## src/rtl/sample_feeder8.sv

```systemverilog
// Sample feeder for the 8-PE systolic Chebyshev interpolator: buffers acquisition
// words and presents one word per slot of pe_timing+1 cycles to the PE chain.
module sample_feeder8 #(
  parameter int          WORDLENGTH     = 16,
  parameter int          FIFO_DEPTH     = 16,
  parameter int          ADDR_W         = 4,
  parameter logic [31:0] DEFAULT_TIMING = 32'd40
) (
  input  logic                  clk30x,
  input  logic                  reset,
  input  logic [WORDLENGTH-1:0] in_word,
  input  logic                  in_valid,
  output logic                  in_ready,
  input  logic [31:0]           cfg_timing,
  input  logic                  cfg_load,
  output logic [WORDLENGTH-1:0] pe_word,
  output logic [31:0]           pe_timing,
  output logic [2:0]            slot_index,
  output logic                  slot_start,
  output logic                  frame_done,
  output logic                  underrun,
  output logic [ADDR_W:0]       fifo_level
);

  typedef enum logic {
    S_IDLE = 1'b0,
    S_RUN  = 1'b1
  } state_t;

  localparam logic [ADDR_W:0] DEPTH_L = (ADDR_W + 1)'(FIFO_DEPTH);

  state_t                state_q, state_d;
  logic [WORDLENGTH-1:0] mem_q [FIFO_DEPTH];
  logic [ADDR_W-1:0]     wr_ptr_q, rd_ptr_q;
  logic [ADDR_W:0]       level_q, level_d;
  logic [31:0]           slot_cnt_q, slot_cnt_d;
  logic [31:0]           timing_q, timing_d;
  logic [2:0]            index_q, index_d;
  logic [WORDLENGTH-1:0] word_q;
  logic                  start_q, start_d;
  logic                  frame_q, frame_d;
  logic                  under_q, under_d;
  logic                  push, pop, zero_fill, fifo_empty;

  assign fifo_empty = (level_q == '0);
  assign in_ready   = !reset && (level_q < DEPTH_L);
  assign push       = in_valid && in_ready;

  // Storage array has no reset so it maps onto block RAM.
  always_ff @(posedge clk30x) begin
    if (push) begin
      mem_q[wr_ptr_q] <= in_word;
    end
  end

  always_ff @(posedge clk30x) begin
    if (reset) begin
      word_q <= '0;
    end else if (pop) begin
      word_q <= mem_q[rd_ptr_q];
    end else if (zero_fill) begin
      word_q <= '0;
    end
  end

  // Pop decisions use the registered level, so a word written this edge
  // cannot be read out before the next one.
  always_comb begin
    state_d    = state_q;
    slot_cnt_d = slot_cnt_q;
    timing_d   = timing_q;
    index_d    = index_q;
    start_d    = 1'b0;
    frame_d    = 1'b0;
    under_d    = 1'b0;
    pop        = 1'b0;
    zero_fill  = 1'b0;
    case (state_q)
      S_IDLE: begin
        if (cfg_load) begin
          timing_d = cfg_timing;
        end
        if (!fifo_empty) begin
          pop        = 1'b1;
          slot_cnt_d = '0;
          index_d    = 3'd0;
          start_d    = 1'b1;
          state_d    = S_RUN;
        end
      end
      S_RUN: begin
        if (slot_cnt_q == timing_q) begin
          slot_cnt_d = '0;
          index_d    = index_q + 3'd1;
          start_d    = 1'b1;
          frame_d    = (index_q == 3'd7);
          if (!fifo_empty) begin
            pop = 1'b1;
          end else begin
            zero_fill = 1'b1;
            under_d   = 1'b1;
          end
        end else begin
          slot_cnt_d = slot_cnt_q + 32'd1;
        end
      end
      default: state_d = S_IDLE;
    endcase
  end

  always_comb begin
    level_d = level_q;
    case ({push, pop})
      2'b10:   level_d = level_q + 1'b1;
      2'b01:   level_d = level_q - 1'b1;
      default: level_d = level_q;
    endcase
  end

  always_ff @(posedge clk30x) begin
    if (reset) begin
      state_q    <= S_IDLE;
      wr_ptr_q   <= '0;
      rd_ptr_q   <= '0;
      level_q    <= '0;
      slot_cnt_q <= '0;
      timing_q   <= DEFAULT_TIMING;
      index_q    <= 3'd0;
      start_q    <= 1'b0;
      frame_q    <= 1'b0;
      under_q    <= 1'b0;
    end else begin
      state_q    <= state_d;
      level_q    <= level_d;
      slot_cnt_q <= slot_cnt_d;
      timing_q   <= timing_d;
      index_q    <= index_d;
      start_q    <= start_d;
      frame_q    <= frame_d;
      under_q    <= under_d;
      if (push) begin
        wr_ptr_q <= wr_ptr_q + 1'b1;
      end
      if (pop) begin
        rd_ptr_q <= rd_ptr_q + 1'b1;
      end
    end
  end

  assign pe_word    = word_q;
  assign pe_timing  = timing_q;
  assign slot_index = index_q;
  assign slot_start = start_q;
  assign frame_done = frame_q;
  assign underrun   = under_q;
  assign fifo_level = level_q;

endmodule

```

## config.mk

```make
export PLATFORM = sky130hd
export DESIGN_NAME = sample_feeder8
export DESIGN_NICKNAME = d
export VERILOG_FILES = /design/src/rtl/sample_feeder8.sv
export SDC_FILE = /design/constraint.sdc
export NUM_CORES = 1
export LEC_CHECK = 0
export CORE_MARGIN = 3
export CORE_UTILIZATION = 45
export DETAILED_ROUTE_END_ITERATION = 12
export GPL_ROUTABILITY_DRIVEN = 0
export SLEW_MARGIN = 20
export SYNTH_ARGS = -nofsm -noshare
export SYNTH_HDL_FRONTEND = slang
export SYNTH_SLANG_ARGS = --single-unit
```

## constraint.sdc

```tcl
create_clock -name clk30x -period 5.75 [get_ports clk30x]
set_clock_uncertainty 0.2 [all_clocks]
set_input_delay 1.4375 -clock clk30x [delete_from_list [all_inputs] [get_ports clk30x]]
set_output_delay 1.4375 -clock clk30x [all_outputs]
set_load 0.05 [all_outputs]
```

* After elaboration in Yosys (flattened, before gate mapping) *
Memories as Yosys holds them, arrays and structs flattened. A register that Yosys moved wholly into a read port is not among the register bits.
Cells that the tools add are included.

word-level totals
  register bits after elaboration = 100
  RAM bits = 256
  input bits = 52
  output and inout bits = 60
  memories = 1

memories
  name   words  bits a word  rd ports  clocked after Yosys merged registers in  wr ports  RTL line  text
  mem_q  16     16           1         1                                        1         33        logic [WORDLENGTH-1:0] mem_q [FIFO_DEPTH];

cells by class
  $add $sub $neg = 6
  magnitude comparators = 1
  eq/ne operators = 6
  muxes and demuxes = 22
  bitwise gates (word level) = 2
  reductions and logical operators = 9

operators with widths
  kind                                                                    number
  32-bit two-way mux                                                      2
  32-bit one-hot mux with 2 select lines                                  1
  32-bit by 1-bit adder with 32-bit output (second input constant)        1
  32-bit equality test                                                    1
  16-bit two-way mux                                                      2
  5-bit one-hot mux with 2 select lines                                   1
  1-bit two-way mux                                                       9
  4-bit by 1-bit adder with 4-bit output (second input constant)          2
  4-bit two-way mux                                                       2
  3-bit two-way mux                                                       2
  3-bit one-hot mux with 2 select lines                                   1
  5-bit by 1-bit adder with 5-bit output (second input constant)          1
  5-bit zero test                                                         1
  5-bit less-than comparator (second input constant)                      1
  5-bit by 1-bit subtractor with 5-bit output (second input constant)     1
  1-bit one-hot mux with 2 select lines                                   2
  2-bit AND reduction                                                     2
  2-bit nonzero test                                                      2
  3-bit by 1-bit adder with 3-bit output (second input constant)          1
  3-bit equality test (second input constant)                             1
  3-bit OR reduction                                                      1
  2-bit by 1-bit equality test with 1-bit output (second input constant)  1
  2-bit equality test (second input constant)                             1
  1-bit logical AND                                                       2
  4 further kinds                                                         5

* Longest topological paths before layout *
  depth in word-level cells = 6
  depth in mapped cells = 18
  gate-level depth less buffers = 15

* Worst setup path after synthesis *
Ideal clock, no wire load.

  kind = input to register
  start point = in reset
  end point = reg level_q[4] (netlist: fifo_level[4])
  library setup time = 0.070 ns
  data arrival time = 4.631 ns
  required time = 5.480 ns
  setup slack = 0.849 ns
  cell stages on the path = 15
  buffers on the path = 3
  path through = clkbuf_1 nor2_1 and2_1 clkbuf_1 inv_1 ha_1 clkbuf_1 xor2_1 ha_1 o21a_1 o22a_1 a21oi_1 xor2_1 or3_1 a21oi_1

on the way
  cells in the longest elaborated chain, start to end = 5
  elaborated cells on any way between the ends = 7

ends and longest elaborated chain
  what                                                                                          RTL line  text
  start: declaration                                                                            10        input logic reset,
  1-bit zero test (*)                                                                           46        assign in_ready = !reset && (level_q < DEPTH_L);
  1-bit logical AND (*)                                                                         46
  named net in_ready                                                                            13        output logic in_ready,
  1-bit logical AND (*)                                                                         47        assign push = in_valid && in_ready;
  2-bit by 1-bit equality test with 1-bit output / 2-bit equality test (equally long branches)  113       case ({push, pop})
  5-bit one-hot mux with 2 select lines / 2-bit nonzero test (equally long branches)            n/a
  end signal: assignment                                                                        134       level_q <= level_d;
  end: declaration                                                                              35        logic [ADDR_W:0] level_q, level_d;

The timed path passes the listed nets; every way through them passes the cells marked *.
A chain may end at the register's enable or synchronous reset.

* Final worst setup path *
  start point = reg slot_cnt_q[8]
  end point = reg level_q[4] (netlist: fifo_level[4])

on the way
  cells in the longest elaborated chain, start to end = 5
  elaborated cells on any way between the ends = 7

ends and longest elaborated chain
  what                                                                                          RTL line  text
  start: declaration                                                                            36        logic [31:0] slot_cnt_q, slot_cnt_d;
  start signal: assignment                                                                      135       slot_cnt_q <= slot_cnt_d;
  32-bit equality test (*)                                                                      92        if (slot_cnt_q == timing_q) begin
  1-bit two-way mux (*)                                                                         92
  1-bit one-hot mux with 2 select lines (*)                                                     78        case (state_q)
  named net pop                                                                                 43        logic push, pop, zero_fill, fifo_empty;
  2-bit by 1-bit equality test with 1-bit output / 2-bit equality test (equally long branches)  113
  5-bit one-hot mux with 2 select lines / 2-bit nonzero test (equally long branches)            n/a

Marks and branches as above.

==> metrics <==
Clock Latency Late Sink=around 0.53 ns; Worst slew margin=between 30% and 40%; Initial Util=between 40 and 50%; routed vias=between 8k and 9k; critical path depth in cells=15; crit path DAT=4.61 ns; static leakage=~5.6 nW; Post-synth EDFFs=between 200 and 300; maximum vdd drop=~0.00022 V; setup_tns=0 ns; antenna violations before repair=1; Core Region=about 0.032 mm2; worst hold-check path type=reg2reg; Ys Warns=0; Slowest cell on crit path=or2_1; post-synthesis register bit count=360; hold_ws=between 0.2 and 0.3 ns; number of I/O port buffers=~110; critical setup path kind=reg2reg; slowest stage delay, CP=slightly above 0.6 ns; Area Overhead vs Synth=19.12%; clock root buffer=clkbuf_16; site row count=65; Die Y=between 150 and 200 um; RSZ-0062 raised after global routing=no; Filler cells=~2.6k; register area share after synthesis=66.64%; GRT Overall Usage=between 10% and 20%; period utilisation layout=about three quarters; Post-Synthesis Cells=between 900 and 1k; WHS Endpoint=pe_word[1]$_SDFFE_PP0P_; vias per cell=between 5 and 6; Reg-to-Reg End=fifo_level[4]$_SDFFE_PP0P_; Slew @ Worst Pin=1.014 ns; worst r2r src=slot_cnt_q[8]$_SDFFE_PP0P_; remaining antenna violation count=0; total clock sinks=360; cts hold-fix bufs=0; cell area after layout=0.01746 mm2; Syn Area/Cell=15.40 um2; ant diodes=0; CTS tree=built; Pwr Density=approximately 420 mW/mm2; placed instance area=between 0.015 and 0.02 mm2; syn nets=slightly above 1k; status=finished clean; Post-Route WL=32680 um; first-pass GRT wire length=between 50000 and 60000 um; post-DP HPWL=just under 20000 um; share of cells above drive strength 1=between 10% and 20%; Num CTS Buffers=39; R2R Setup Slk=1.38 ns; Netlist cell types=between 60 and 70; post-layout minimum cycle time=around 4.4 ns; Mapped Area=around 0.015 mm2; Worst Path Required=5.99 ns; main flop type after synthesis=edfxtp_1; crit-path cells=xnor2_1, nand4_1, nor4_4, a21boi_2, or2_1, inv_4, ha_1, xor2_1, ha_1, o21a_1, o22a_1, a21oi_1, xor2_1, or3_1, a21oi_1; # Max-Cap Violations=0; First-pass DRT Iterations=7; post_cts resized=0; die area=0.03478 mm2; family with the most delay on the worst path=simple AND/OR/NAND/NOR gates; Reg2Reg Depth=15; H-tree level count=2; clock slew at reported path FFs=roughly 0.06 ns; Iter 0 DRT Violations=726; Final Setup Violations=0; vias in the first global route=between 8k and 9k; Worst Setup Start Kind=flop; Longest Clk Path Bufs=3; Worst setup EP type=flop; min-delay src=pe_word[1]$_SDFFE_PP0P_; Ports=between 100 and 150; final hold violations=0; fmax=around 0.23 GHz; Residual DRC=0; post-CTS setup repair buffer count=0; Nets=1135; async set-reset flop share out of synthesis=0%; CP max FO=18; worst path bufs/invs=1; Die X-Extent=186.5 um; hold path cells=2; Max Slew Vio Count=0; GRT overflow=0; largest net degree at the start of global routing=slightly below 50; DR WL/cell=between 20 and 25 um
==> flip-flops by register name, summed over array words and instances (netlist names), named ones only <==
signal	flops
state_q	1
slot_cnt_q	32
slot_index	3
pe_word	16
wr_ptr_q	4
underrun	1
fifo_level	5
slot_start	1
pe_timing	32
rd_ptr_q	4
mem_q	256
frame_done	1
==> synth_stat cells, types with 4 or more instances <==
| master | number | share of area (%) |
|---|---|---|
| edfxtp_1 | 256 | 52 |
| a31oi_1 | 14 | 0.60 |
| o32ai_2 | 10 | 1.1 |
| clkbuf_1 | 29 | 0.74 |
| o32ai_1 | 7 | 0.42 |
| a22o_1 | 4 | 0.24 |
| nand2b_1 | 29 | 1.2 |
| xor2_1 | 12 | 0.72 |
| buf_1 | 5 | 0.13 |
| dfxtp_1 | 104 | 14 |
| nand4_1 | 14 | 0.60 |
| a21o_1 | 4 | 0.20 |
| nand2_1 | 99 | 2.5 |
| mux4_2 | 80 | 12 |
| nand3_1 | 12 | 0.41 |
| o21ai_0 | 17 | 0.58 |
| xnor2_1 | 34 | 2.0 |
| nor2b_1 | 4 | 0.17 |
| ha_1 | 12 | 1.0 |
| and3_1 | 4 | 0.17 |
| a21oi_1 | 55 | 1.9 |
| inv_1 | 25 | 0.64 |
| buf_2 | 19 | 0.65 |
| nor3_1 | 7 | 0.24 |
| nor2_1 | 37 | 0.95 |
==> metrics by stage <==
| stage | util (%) | setup WS (ns) | cells | total power, mW |
|---|---|---|---|---|
| floorplan | - | 0.8490 | 952 | 4.658 |
| global placement | 51.24 | 1.413 | 1465 | 5.201 |
| detailed placement | 51.26 | 1.388 | 1465 | 5.212 |
| CTS | 54.91 | 1.359 | 1535 | 7.506 |
| global route | 54.91 | 1.017 | 1535 | 7.770 |
| finish | 54.91 | 1.380 | 1535 | 7.408 |
==> worst register-to-register path, cell delays in order (launching register included) <==
cell and delay (ns):
dfxtp_1 0.41, xnor2_1 0.18, nand4_1 0.23, nor4_4 0.48, a21boi_2 0.23, or2_1 0.62
inv_4 0.20, ha_1 0.34, xor2_1 0.12, ha_1 0.22, o21a_1 0.17, o22a_1 0.19
a21oi_1 0.17, xor2_1 0.09, or3_1 0.31, a21oi_1 0.14
==> worst max-delay path by stage <==
stage,to,startpoint
2_1_floorplan,fifo_level[4]$_SDFFE_PP0P_,reset
3_5_place_dp,fifo_level[4]$_SDFFE_PP0P_,slot_cnt_q[8]$_SDFFE_PP0P_
6_report,fifo_level[4]$_SDFFE_PP0P_,slot_cnt_q[8]$_SDFFE_PP0P_
3_3_place_gp,fifo_level[4]$_SDFFE_PP0P_,in_valid
4_1_cts,fifo_level[4]$_SDFFE_PP0P_,slot_cnt_q[8]$_SDFFE_PP0P_
5_1_grt,fifo_level[4]$_SDFFE_PP0P_,slot_cnt_q[3]$_SDFFE_PP0P_
==> layout make-up <==
class	count	area, um2	area share [%]
sequential	360	9774	55.98
multi-input combinational	507	4577	26.21
timing repair buffer	137	1304	7.466
clock buffer	53	1039	5.947
tap	435	544.3	3.117
clock inverter	17	123.9	0.7094
inverter	26	100.1	0.5732
==> kinds of logic (layout without fill, tap and decap cells) <==
family	after synthesis	in the layout	share of synthesized area, %
buf+inv	85	233	2.552
flops	360	360	66.64
compound gates	131	131	6.197
xor+xnor	48	48	2.970
mux	85	85	12.65
simple gates	231	231	7.963
fa+ha+maj	12	12	1.024
==> per-layer routing <==
layer  up-vias  wire length (um)  global-route usage, %
li1       3869                 -                      -
met1      4210             14370                  25.83
met2       205             15900                  31.03
met3        55              1798                  4.283
met4         2               592                  3.984
met5         -                20                      0
==> cell usage in the layout (no fill, tap or decap), types with 3 or more instances in the layout <==
cell | Yosys | layout
clkinv_1 | 0 | 7
buf_4 | 1 | 27
o32ai_2 | 10 | 10
clkbuf_1 | 29 | 13
a31oi_1 | 14 | 14
mux2i_1 | 3 | 3
clkinv_2 | 0 | 7
o21ai_0 | 17 | 17
clkbuf_16 | 0 | 39
a21o_1 | 4 | 4
edfxtp_1 | 256 | 256
nor2_2 | 1 | 13
dfxtp_1 | 104 | 102
clkdlybuf4s50_1 | 0 | 110
a21oi_1 | 55 | 54
nand3_1 | 12 | 12
a22o_1 | 4 | 4
nor3_2 | 1 | 5
nor4_4 | 3 | 3
or3_1 | 3 | 3
nand4_1 | 14 | 14
and3_1 | 4 | 4
xor2_1 | 12 | 12
or4_1 | 3 | 3
xnor2_1 | 34 | 34
nor2_1 | 37 | 25
nand2_1 | 99 | 99
o31ai_1 | 3 | 3
ha_1 | 12 | 12
mux4_2 | 80 | 80
nor4_1 | 3 | 3
o32ai_1 | 7 | 7
nand2b_1 | 29 | 29
nor2b_1 | 4 | 3
nor3_1 | 7 | 3
inv_1 | 25 | 25
==> report_power, final <==
part           internal (mW)  switching, mW  total, mW
registers               2.92          0.245       3.17
logic                  0.868           1.09       1.96
clock network           1.31          0.967       2.28
total                   5.11           2.30       7.41
Note: power is estimated with default switching activity, not from simulation.
